## config.mk

```make
export PLATFORM = sky130hd
export DESIGN_NAME = bcd_timer_ctrl
export DESIGN_NICKNAME = d
export VERILOG_FILES = /design/src/rtl/bcd_timer_ctrl.sv
export SDC_FILE = /design/constraint.sdc
export NUM_CORES = 1
export LEC_CHECK = 0
export CORE_ASPECT_RATIO = 0.7
export CORE_UTILIZATION = 29
export CTS_CLUSTER_DIAMETER = 120
export CTS_CLUSTER_SIZE = 14
export DETAILED_ROUTE_END_ITERATION = 10
export SYNTH_ARGS = -nofsm -noshare
export SYNTH_HDL_FRONTEND = slang
export SYNTH_SLANG_ARGS = --single-unit
```

## constraint.sdc

```tcl
create_clock -name ck -period 3.5 [get_ports ck]
set_input_delay 0.35 -clock ck [delete_from_list [all_inputs] [get_ports ck]]
set_output_delay 0.35 -clock ck [all_outputs]
set_load 0.03 [all_outputs]
```

## src/rtl/bcd_timer_ctrl.sv

```systemverilog
// bcd_timer_ctrl: run controller for a 3-digit BCD count register.
// It handles preset load, up or down direction, start/pause/resume and clear.
// A programmable prescaler paces the count. The block flags completion and
// rejected presets. The BCD outputs are registered and drive the display
// path directly.
module bcd_timer_ctrl #(
    parameter int unsigned DIV = 10,
    parameter int unsigned PW  = 16
) (
    input  logic       ck,
    input  logic       rs,
    input  logic       clr,
    input  logic       ld,
    input  logic       dir,
    input  logic [3:0] pre2,
    input  logic [3:0] pre1,
    input  logic [3:0] pre0,
    input  logic       start,
    input  logic       stop,
    output logic [3:0] bcd2,
    output logic [3:0] bcd1,
    output logic [3:0] bcd0,
    output logic [1:0] state,
    output logic       busy,
    output logic       done,
    output logic       err
);

    typedef enum logic [1:0] {
        S_IDLE  = 2'b00,
        S_RUN   = 2'b01,
        S_PAUSE = 2'b10,
        S_DONE  = 2'b11
    } state_t;

    localparam logic [PW-1:0] PSC_LAST = PW'(DIV - 1);

    state_t        state_q;
    logic [11:0]   bcd_q;
    logic [11:0]   tgt_q;
    logic          dir_q;
    logic [PW-1:0] psc_q;
    logic          busy_q;
    logic          done_q;
    logic          err_q;

    logic [11:0]   pre_w;
    logic          pre_ok;
    logic          tick;
    logic [PW-1:0] psc_d;
    logic [11:0]   step_d;
    logic          hit_d;
    logic          at_tgt;

    // One BCD step across all three digits. Carry/borrow ripples upward and the
    // value wraps 999->000 (up) or 000->999 (down).
    function automatic logic [11:0] bcd_step(input logic [11:0] v, input logic down);
        logic [11:0] r;
        logic        c;
        r = v;
        c = 1'b1;
        for (int i = 0; i < 3; i++) begin
            if (c) begin
                if (!down) begin
                    if (v[4*i +: 4] >= 4'd9) begin
                        r[4*i +: 4] = 4'd0;
                        c = 1'b1;
                    end else begin
                        r[4*i +: 4] = v[4*i +: 4] + 4'd1;
                        c = 1'b0;
                    end
                end else begin
                    if (v[4*i +: 4] == 4'd0) begin
                        r[4*i +: 4] = 4'd9;
                        c = 1'b1;
                    end else begin
                        r[4*i +: 4] = v[4*i +: 4] - 4'd1;
                        c = 1'b0;
                    end
                end
            end
        end
        return r;
    endfunction

    assign pre_w  = {pre2, pre1, pre0};
    assign pre_ok = (pre2 <= 4'd9) && (pre1 <= 4'd9) && (pre0 <= 4'd9);

    // The tick fires on the RUN edge where the prescaler sits at DIV-1.
    // On that same edge the prescaler wraps to 0.
    assign tick   = (state_q == S_RUN) && (psc_q == PSC_LAST);
    assign psc_d  = tick ? '0 : psc_q + PW'(1);
    assign step_d = bcd_step(bcd_q, dir_q);
    assign hit_d  = (step_d == tgt_q);
    assign at_tgt = (bcd_q == tgt_q);

    // Control FSM, count register and pulse outputs.
    // Priority is rs > clr > ld > stop > start.
    always_ff @(posedge ck) begin
        if (!rs) begin
            state_q <= S_IDLE;
            bcd_q   <= '0;
            tgt_q   <= '0;
            dir_q   <= 1'b0;
            psc_q   <= '0;
            busy_q  <= 1'b0;
            done_q  <= 1'b0;
            err_q   <= 1'b0;
        end else begin
            done_q <= 1'b0;
            err_q  <= 1'b0;
            if (clr) begin
                state_q <= S_IDLE;
                bcd_q   <= '0;
                tgt_q   <= '0;
                dir_q   <= 1'b0;
                psc_q   <= '0;
                busy_q  <= 1'b0;
            end else if (ld) begin
                // A rejected preset freezes the block for this edge.
                // Only err pulses.
                if (pre_ok) begin
                    state_q <= S_IDLE;
                    bcd_q   <= dir ? pre_w : 12'h000;
                    tgt_q   <= dir ? 12'h000 : pre_w;
                    dir_q   <= dir;
                    psc_q   <= '0;
                    busy_q  <= 1'b0;
                end else begin
                    err_q <= 1'b1;
                end
            end else if (state_q == S_RUN) begin
                // The RUN cycle always advances the prescaler, even when stop
                // arrives on this edge. A step landing on the target wins over
                // stop.
                psc_q <= psc_d;
                if (tick) begin
                    bcd_q <= step_d;
                    if (hit_d) begin
                        state_q <= S_DONE;
                        busy_q  <= 1'b0;
                        done_q  <= 1'b1;
                    end else if (stop) begin
                        state_q <= S_PAUSE;
                        busy_q  <= 1'b0;
                    end
                end else if (stop) begin
                    state_q <= S_PAUSE;
                    busy_q  <= 1'b0;
                end
            end else if (start && !stop && (state_q == S_IDLE || state_q == S_PAUSE)) begin
                // Resuming from PAUSE keeps the partial prescaler count.
                if (state_q == S_IDLE) begin
                    psc_q <= '0;
                end
                if (at_tgt) begin
                    state_q <= S_DONE;
                    busy_q  <= 1'b0;
                    done_q  <= 1'b1;
                end else begin
                    state_q <= S_RUN;
                    busy_q  <= 1'b1;
                end
            end
        end
    end

    assign bcd2  = bcd_q[11:8];
    assign bcd1  = bcd_q[7:4];
    assign bcd0  = bcd_q[3:0];
    assign state = state_q;
    assign busy  = busy_q;
    assign done  = done_q;
    assign err   = err_q;

endmodule

```

==> results.json <==
{
  "status": "finished, final reports clean",
  "syn_area_mm2": 0.00326,
  "wl_per_cell_um": 16.1,
  "synth.top_cells.by_area": "dfxtp_1, nor2_1, xnor2_1",
  "synth_xor_area_frac": 0.0940,
  "fin_setup_tns_ns": 0,
  "hold_depth": 2,
  "dp_hpwl_um": 6910,
  "diodes": 0,
  "finalHoldViolCount": 0,
  "cp_slowest_cell": "dfxtp_1",
  "vias": 3153,
  "fmax_ghz": 0.305,
  "gr-total-overflow": 0,
  "rsz0062_at_grt": "no",
  "cp-start-kind": "flop",
  "r2r_slack_ns": 0.22,
  "swShare": 0.288,
  "worstPathCellList": "inv_1 > ha_1 > nor3b_2 > o21ai_4 > o2111ai_1 > a21o_1 > a2111oi_1 > nor4bb_1 > o22ai_1",
  "dr.pass1.iters": 4,
  "synth-simple-area-share": 0.280,
  "coreArea_mm2": 0.0106,
  "worst_r2r_path_depth": 9,
  "tightest_slew_ns": 1.02,
  "ys_warn_count": 0,
  "async_reset_ff_frac": 0,
  "first_iter_violations": 333,
  "vias_per_cell": 5.41,
  "pwr-share-seq": 0.440,
  "placed_cell_area_mm2": 0.00374,
  "crit_fanout": 10,
  "synth_largest_area_cell": "dfxtp_1",
  "max-slew-margin-rel": 0.313,
  "first_global_vias": 2795,
  "p_leak_nw": 1.29,
  "skew_ns": 0.00634,
  "worstSkewPairLatency_ns": 0.30,
  "grt_max_degree": 30,
  "slew_violations": 0,
  "antenna_left": 0,
  "synth_adder_area_share": 0.0422,
  "total_power_w": 0.00123,
  "postSynthAreaPerCell_um2": 7.97,
  "cts_resized": 0,
  "antenna_found_initial": 0,
  "ctsHoldBuffers": 0,
  "route.detailed.drc": 0,
  "cp.required_ns": 3.67,
  "clkSinkCount": 46,
  "synth_top_area_frac": 0.282,
  "period_share": 0.936,
  "p_int_w": 0.000879,
  "synthToLayoutAreaGrowth_pct": 19.6,
  "ys_types": 72,
  "synthCells": 409,
  "cp_num_cells": 9,
  "synth_top_family_by_area": "simple AND/OR/NAND/NOR gates",
  "synthMuxAreaShare": 0.0127,
  "peakVddDrop_mv": 0.168,
  "r2r_end": "busy",
  "wl_um": 9360,
  "hold_path.class": "reg2reg",
  "die_area_mm2": 0.0117,
  "p_sw_w": 0.000356,
  "crit_type": "reg2reg",
  "synth-seq-area-share": 0.282,
  "path_buf_inv": 1,
  "startpoint": "bcd_q[0]",
  "setup_viol_count_final": 0,
  "rows": 31,
  "portBuffers": 35,
  "die_h_um": 90.7,
  "synth_edf_count": 0,
  "gp_congestion": 0.928,
  "design_area_mm2": 0.00390,
  "ys_ff_latch": 46,
  "synth_flop_cell": "dfxtp_1",
  "cap_viol_max_count": 0,
  "p_comb_frac": 0.151,
  "clockRootBuffer": "clkbuf_16",
  "start_util": 0.307,
  "worstSetupEndpointType": "flop",
  "ios": 36,
  "fp.dieW_um": 129,
  "clk_pin_slew_ns": 0.07,
  "post-route-min-period_ns": 3.28,
  "r2r_start": "bcd_q[0]",
  "grt_pass1_wl_um": 15200,
  "crit_path_end": "busy",
  "h-tree-depth": 2,
  "p_clk_frac": 0.409,
  "grt_usage": 0.166,
  "p_per_area_mw_per_mm2": 317,
  "synth_compound_area_frac": 0.236,
  "final.fill_count": 1126,
  "syn-num-nets": 439,
  "postCtsSetupRepairBufs": 0,
  "cp_top_family": "compound AO/OA/AOI/OAI gates",
  "cp_data_arrival_time_ns": 3.44,
  "nNetsFinal": 464,
  "slowest_delay_ns": 0.57,
  "clockBufferDepth": 2,
  "layout-drive-gt1-share": 0.0713,
  "numCtsBuffers": 5,
  "cts_tree": "yes"
}
[cells in the final DEF, fill, tap and decap left out, drive strengths merged, types with 8 or more instances in the layout]
cell type and instances:
nor2 50, dfxtp 46, clkdlybuf4s50 35, a21oi 28
nand2 24, o21ai 21, nor3b 19, inv 19
xnor2 18, xor2 17, a211oi 12, ha 11
nand4 9, nand3 9, nor3 8, nand2b 8
[layer usage]
metal	up-vias	track usage	routed length, um
met4	0	0.0451	123
li1	1536	-	-
met2	108	0.218	3620
met3	9	0.0302	570
met1	1500	0.263	5050
met5	-	0	0
[cell families after synthesis]
group	Yosys count
simple gates	163
mux	4
xor+xnor	35
buf+inv	42
fa+ha+maj	11
compound gates	108
flops	46
[how the worst min path moves through the flow]
| stage | start | end |
|---|---|---|
| 3_5_place_dp | psc_q[15] | psc_q[15] |
| 5_1_grt | busy | busy |
| 4_1_cts | busy | busy |
| 6_report | busy | busy |
| 2_1_floorplan | stop | state[0] |
| 3_3_place_gp | busy | busy |
[per-stage QoR]
| stage | util | hold WS [ns] | cells | worst slack, ns |
|---|---|---|---|---|
| after floorplan | - | 0.463 | 409 | 0.699 |
| after global routing | 0.367 | 0.539 | 583 | 0.0244 |
| after CTS | 0.367 | 0.523 | 583 | 0.198 |
| after detailed placement | 0.352 | 0.508 | 575 | 0.206 |
| final | 0.367 | 0.519 | 583 | 0.225 |
| after global placement | 0.352 | 0.498 | 575 | 0.259 |
[cell usage after synthesis (4+ instances only)]
cell type  number
nor2_1         50
dfxtp_1        46
a21oi_1        27
nand2_1        24
nor3b_1        18
o21ai_0        18
xnor2_1        18
inv_1          17
xor2_1         17
a211oi_1       12
clkbuf_1       12
ha_1           11
nand3_1         9
nand4_1         9
buf_2           8
nor3_1          8
a311oi_1        7
nand2b_1        7
and3_1          5
nor4_1          5
o211ai_1        5
a31oi_1         4
o2111ai_1       4
[power by group through the flow]
stage | Sequential (W) | Combinational, W | Clock [W]
after CTS | 0.000543 | 0.000184 | 0.000516
final | 0.000544 | 0.000186 | 0.000504
after global placement | 0.000555 | 0.000182 | 0
after detailed placement | 0.000555 | 0.000183 | 0
after floorplan | 0.000557 | 0.000112 | 0
after global routing | 0.000545 | 0.000202 | 0.000538
[worst reg2reg max path, stage by stage (launching register included)]
cell       delay (ns)
dfxtp_1          0.57
inv_1            0.11
ha_1             0.32
nor3b_2          0.25
o21ai_4          0.33
o2111ai_1        0.23
a21o_1           0.27
a2111oi_1        0.54
nor4bb_1         0.40
o22ai_1          0.12
[state kept, by name, summed over array words and instances, names as in the netlist]
| register | count |
|---|---|
| done | 1 |
| psc_q | 16 |
| tgt_q | 12 |
| busy | 1 |
| state | 2 |
| err | 1 |
| bcd_q | 12 |
| dir_q | 1 |
[layout make-up]
| cell class | count | area, um^2 | share of cell area |
|---|---|---|---|
| multi-input cells | 321 | 2170 | 0.556 |
| flip-flops and latches | 46 | 921 | 0.236 |
| repair buffers | 42 | 403 | 0.103 |
| well taps | 148 | 185 | 0.0475 |
| clock buffers | 5 | 125 | 0.0321 |
| inverters | 18 | 67.6 | 0.0173 |
| clock inverters | 3 | 27.5 | 0.00706 |
No activity file was read; power rests on OpenSTA's default activity.
